<file path="config.mk">
export PLATFORM = sky130hd
export DESIGN_NAME = ct_hpcp_event_cnt
export DESIGN_NICKNAME = d
export VERILOG_FILES = /design/src/rtl/ct_hpcp_event_cnt.sv
export SDC_FILE = /design/constraint.sdc
export NUM_CORES = 1
export LEC_CHECK = 0
export ABC_CLOCK_PERIOD_IN_PS = 5450
export BUFFER_PORTS_ARGS = -buffer_cell sky130_fd_sc_hd__buf_2
export CELL_PAD_IN_SITES_DETAIL_PLACEMENT = 1
export CELL_PAD_IN_SITES_GLOBAL_PLACEMENT = 1
export CORE_MARGIN = 1.5
export CORE_UTILIZATION = 40
export CTS_BUF_LIST = sky130_fd_sc_hd__clkbuf_4 sky130_fd_sc_hd__clkbuf_8 sky130_fd_sc_hd__clkbuf_16
export DETAILED_ROUTE_END_ITERATION = 7
export GPL_TIMING_DRIVEN = 1
export HOLD_SLACK_MARGIN = 0.1
export PLACE_DENSITY_LB_ADDON = 0.05
export REMOVE_ABC_BUFFERS = 1
export SYNTH_ARGS = -nofsm -noshare
export SYNTH_HDL_FRONTEND = slang
export SYNTH_SLANG_ARGS = --single-unit
</file>
<file path="constraint.sdc">
create_clock -name hpcp_clk -period 5.45 [get_ports hpcp_clk]
set_input_delay 1.09 -clock hpcp_clk [delete_from_list [all_inputs] [get_ports hpcp_clk]]
set_output_delay 1.09 -clock hpcp_clk [all_outputs]
set_load 0.01 [all_outputs]
</file>
<file path="src/rtl/ct_hpcp_event_cnt.sv">
// Per-counter HPCP event counter: masked event accumulation through a split-carry
// two-half adder, committed CSR writes with full pipeline override, one-cycle wrap pulse.
module ct_hpcp_event_cnt #(
  parameter int CNT_WIDTH = 64,
  parameter int INC_WIDTH = 3
) (
  input  logic                 hpcp_clk,
  input  logic                 cpurst_b,
  input  logic                 event_vld_x,
  input  logic [INC_WIDTH-1:0] event_num_x,
  input  logic                 cnt_inhibit_x,
  input  logic                 cnt_mode_en_x,
  input  logic                 cnt_wen_x,
  input  logic                 l2cnt_cmplt_ff,
  input  logic [CNT_WIDTH-1:0] hpcp_wdata_x,
  output logic [CNT_WIDTH-1:0] cnt_value_x,
  output logic                 counter_overflow_x
);

  localparam int HW = CNT_WIDTH / 2;

  logic                 w_wr;
  logic                 w_cnt_en;
  logic [INC_WIDTH-1:0] w_inc_nxt;
  logic [INC_WIDTH-1:0] w_inc_eff;
  logic [HW:0]          w_lo_sum;
  logic                 w_hi_ones;
  logic [HW-1:0]        w_hi_corr;

  logic [INC_WIDTH-1:0] r_inc;
  logic                 r_wr;
  logic [HW-1:0]        r_lo;
  logic [HW-1:0]        r_hi;
  logic                 r_carry;
  logic                 r_ovf;

  assign w_wr     = cnt_wen_x & l2cnt_cmplt_ff;
  assign w_cnt_en = event_vld_x & cnt_mode_en_x & ~cnt_inhibit_x & ~w_wr;

  // Stage-1 mask, and the low-add operand suppressed in the cycle after a write.
  always_comb begin
    w_inc_nxt = {INC_WIDTH{1'b0}};
    w_inc_eff = {INC_WIDTH{1'b0}};
    if (w_cnt_en) begin
      w_inc_nxt = event_num_x;
    end else begin
      w_inc_nxt = {INC_WIDTH{1'b0}};
    end
    if (r_wr) begin
      w_inc_eff = {INC_WIDTH{1'b0}};
    end else begin
      w_inc_eff = r_inc;
    end
  end

  assign w_lo_sum  = {1'b0, r_lo} + {{(HW + 1 - INC_WIDTH){1'b0}}, w_inc_eff};
  assign w_hi_ones = &r_hi;
  assign w_hi_corr = r_hi + {{(HW - 1){1'b0}}, r_carry};

  // Pipeline state: a committed write overrides every stage in the same cycle.
  always_ff @(posedge hpcp_clk or negedge cpurst_b) begin
    if (!cpurst_b) begin
      r_inc   <= {INC_WIDTH{1'b0}};
      r_wr    <= 1'b0;
      r_lo    <= {HW{1'b0}};
      r_hi    <= {HW{1'b0}};
      r_carry <= 1'b0;
      r_ovf   <= 1'b0;
    end else begin
      r_inc <= w_inc_nxt;
      r_wr  <= w_wr;
      if (w_wr) begin
        r_lo    <= hpcp_wdata_x[HW-1:0];
        r_carry <= 1'b0;
        r_hi    <= hpcp_wdata_x[CNT_WIDTH-1:HW];
        r_ovf   <= 1'b0;
      end else begin
        r_lo    <= w_lo_sum[HW-1:0];
        r_carry <= w_lo_sum[HW];
        r_hi    <= w_hi_corr;
        r_ovf   <= r_carry & w_hi_ones;
      end
    end
  end

  // Reads fold the pending carry in so a half-propagated value is never visible.
  assign cnt_value_x        = {w_hi_corr, r_lo};
  assign counter_overflow_x = r_ovf;

endmodule

</file>
==> flow_summary.toml <==
[status]
status = "completed"

[sta]
slew_headroom = 0.387
post-route-period-util = 0.675
grt_setup_unrepaired = "no"
period_minus_slack_ps = 3680
setup_viol = 0
timing.final.ws_setup_ps = 1770
fin_skew_ps = 7.40
fmax_ghz = 0.272
hold_viol_final = 0
maxSlewViolCount = 0
fin_setup_tns_ps = 0
tightest_slew_ps = 920

[run]
drv_cap = 0

[clocking]
cts-htree-levels = 3
cts_tree = "done"
clk_pin_slew_worst_paths_ps = 70
ctsResizeCount = 0
clockRootBuffer = "clkbuf_8"
cts.sinks = 70
clockBufferDepth = 2
postCtsHoldBufs = 0
cts_buffers = 9
clock_latency_ps = 350
cts_setup_buffers = 0

[setup_path]
cp_data_arrival_time_ps = 2590
crit_buf_inv = 1
cp_max_fo = 11
path_cells = "ha_1, ha_1, and4_1, nand3_1, or4_1, nand2_1, buf_2"
cp_top_family = "simple AND/OR/NAND/NOR gates"
worstPathRequired_ps = 4360
crit_type = "reg2out"
end_kind = "primary output"
critPathMaxStageDelay_ps = 640
critPathSlowestCell = "or4_1"
path_common_cell = "ha_1"
start_kind = "flip-flop"

[detailed_routing]
antenna_left = 0
drt_iter0_drc = 140
wl_per_cell_um = 16.6
drt_pass1_iterations = 4
viasPerCell = 5.66
drc_errors = 0
routed_wl_um = 12200
route.vias.total = 4157

[grt]
antenna_found_initial = 0
grt_max_degree = 71
grt_pass1_wl_um = 20300
grt_remaining_overflow = 0
grt_pass1_vias = 4174
gr-usage-all-layers = 0.230

[final_layout]
area_growth_pct = 22.7
layout.nets = 679
final_common_cell = "buf_2"
diodes = 0
layout.cells.non_filler = 735
nFillCells = 1248
final_util = 0.511
layout_common_cells = "buf_2, dfrtp_1, nand2_1"
final_layout_size_suffix_gt1_frac = 0.276

[synth]
synth_ff_type = "dfrtp_1"
ys_ff_latch = 70
synth_area_um2 = 4110
synth.distinct_cells = 39
ys_seq_area_frac = 0.426
avgSynthCellArea_um2 = 8.65
async_reset_ff_frac = 1.00
synth_edf_count = 0
synth_area_leader_cell = "dfrtp_1"
yosys.area.top_type_share = 0.426
yosys-top-cells-area = "dfrtp_1, nand2_1, a31oi_1, or4_1, nor2_1"
yosys_warnings = 0
netlist_instances = 475

[die]
io_pins = 139
coreArea_um2 = 9860
die-area_um2 = 10900
die_w_um = 104
initial_utilization = 0.416
row_count = 36
die_h_um = 104

[power]
total_power_w = 0.00138
power.density_nw_per_um2 = 273
leakage_nw = 2.15
max-vdd-ir-drop_mv = 0.112

[place]
dp_slack_ps = 2110
dp_hpwl_um = 9030
numPlacedInstances = 721
gp_congestion = 0.792
port_buffers = 138

[min_path]
hold_class = "reg2reg"
[per-stage QoR]
step | hold slack, ps | cell area (µm²)
3_5_place_dp | 557 | 4880
3_3_place_gp | 552 | 4880
5_1_grt | 606 | 5040
6_report | 565 | 5040
4_1_cts | 567 | 5040
2_1_floorplan | 518 | 4000
[Yosys cell counts (6+ instances only)]
library cell / number
xnor2_1: 19
a21oi_1: 6
or4_1: 27
mux2_2: 8
or3_1: 14
nand3_1: 25
o21ai_0: 21
dfrtp_1: 70
nand2_1: 64
inv_1: 8
clkbuf_1: 24
and4_1: 7
o31ai_1: 24
nor2_1: 52
nand4_1: 21
and3_1: 8
a31oi_1: 37
[worst paths after layout]
path / end / cells past startpoint / from / slack, ps
max in group asynchronous: r_lo[5] / 1 / cpurst_b / 3970
max reg2reg: r_lo[26] / 7 / r_wr / 2850
max: cnt_value_x[54] / 7 / r_hi[0] / 1770
min: counter_overflow_x / 2 / r_carry / 560
min reg2reg: counter_overflow_x / 2 / r_carry / 560
min in group asynchronous: r_hi[24] / 1 / cpurst_b / 860
[registers in the layout, summed over array words and instances (netlist names)]
signal              cells
r_hi                   32
r_lo                   32
counter_overflow_x      1
r_wr                    1
r_inc                   3
r_carry                 1
[routing by layer]
metal | track usage | up-vias | wire length, µm
met4 | 0.0655 | 0 | 146
met1 | 0.294 | 2028 | 5460
met5 | 0 | - | 0
li1 | - | 2029 | -
met2 | 0.400 | 88 | 6150
met3 | 0.0345 | 12 | 454
[kinds of logic after synthesis]
| family | synth area share |
|---|---|
| simple gates | 0.308 |
| xor+xnor | 0.0448 |
| compound gates | 0.145 |
| buf+inv | 0.0332 |
| mux | 0.0219 |
| flops | 0.426 |
| fa+ha+maj | 0.0201 |
[where the power goes]
| group | internal, W | total [W] | switching [W] |
|---|---|---|---|
| logic | 0.000144 | 0.000333 | 0.000189 |
| clock network | 0.000182 | 0.000373 | 0.000191 |
| registers | 0.000584 | 0.000669 | 0.0000857 |
| total | 0.000909 | 0.00138 | 0.000466 |
[worst register-to-register path, delay by kind of cell (launching register included)]
kind / cells / cell delay, ps
fa+ha+maj: 2 / 400
simple gates: 3 / 1400
flops: 1 / 400
compound gates: 2 / 340
[layout make-up]
class                   instances  area (µm²)  area share
inverters                       8        30.0     0.00596
flip-flops and latches         70        1750       0.348
clock inverters                 2        10.0     0.00199
clock buffers                  12         153      0.0303
repair buffers                139         701       0.139
multi-input cells             371        2230       0.442
well taps                     133         166      0.0330
No activity file was read; power rests on OpenSTA's default activity.
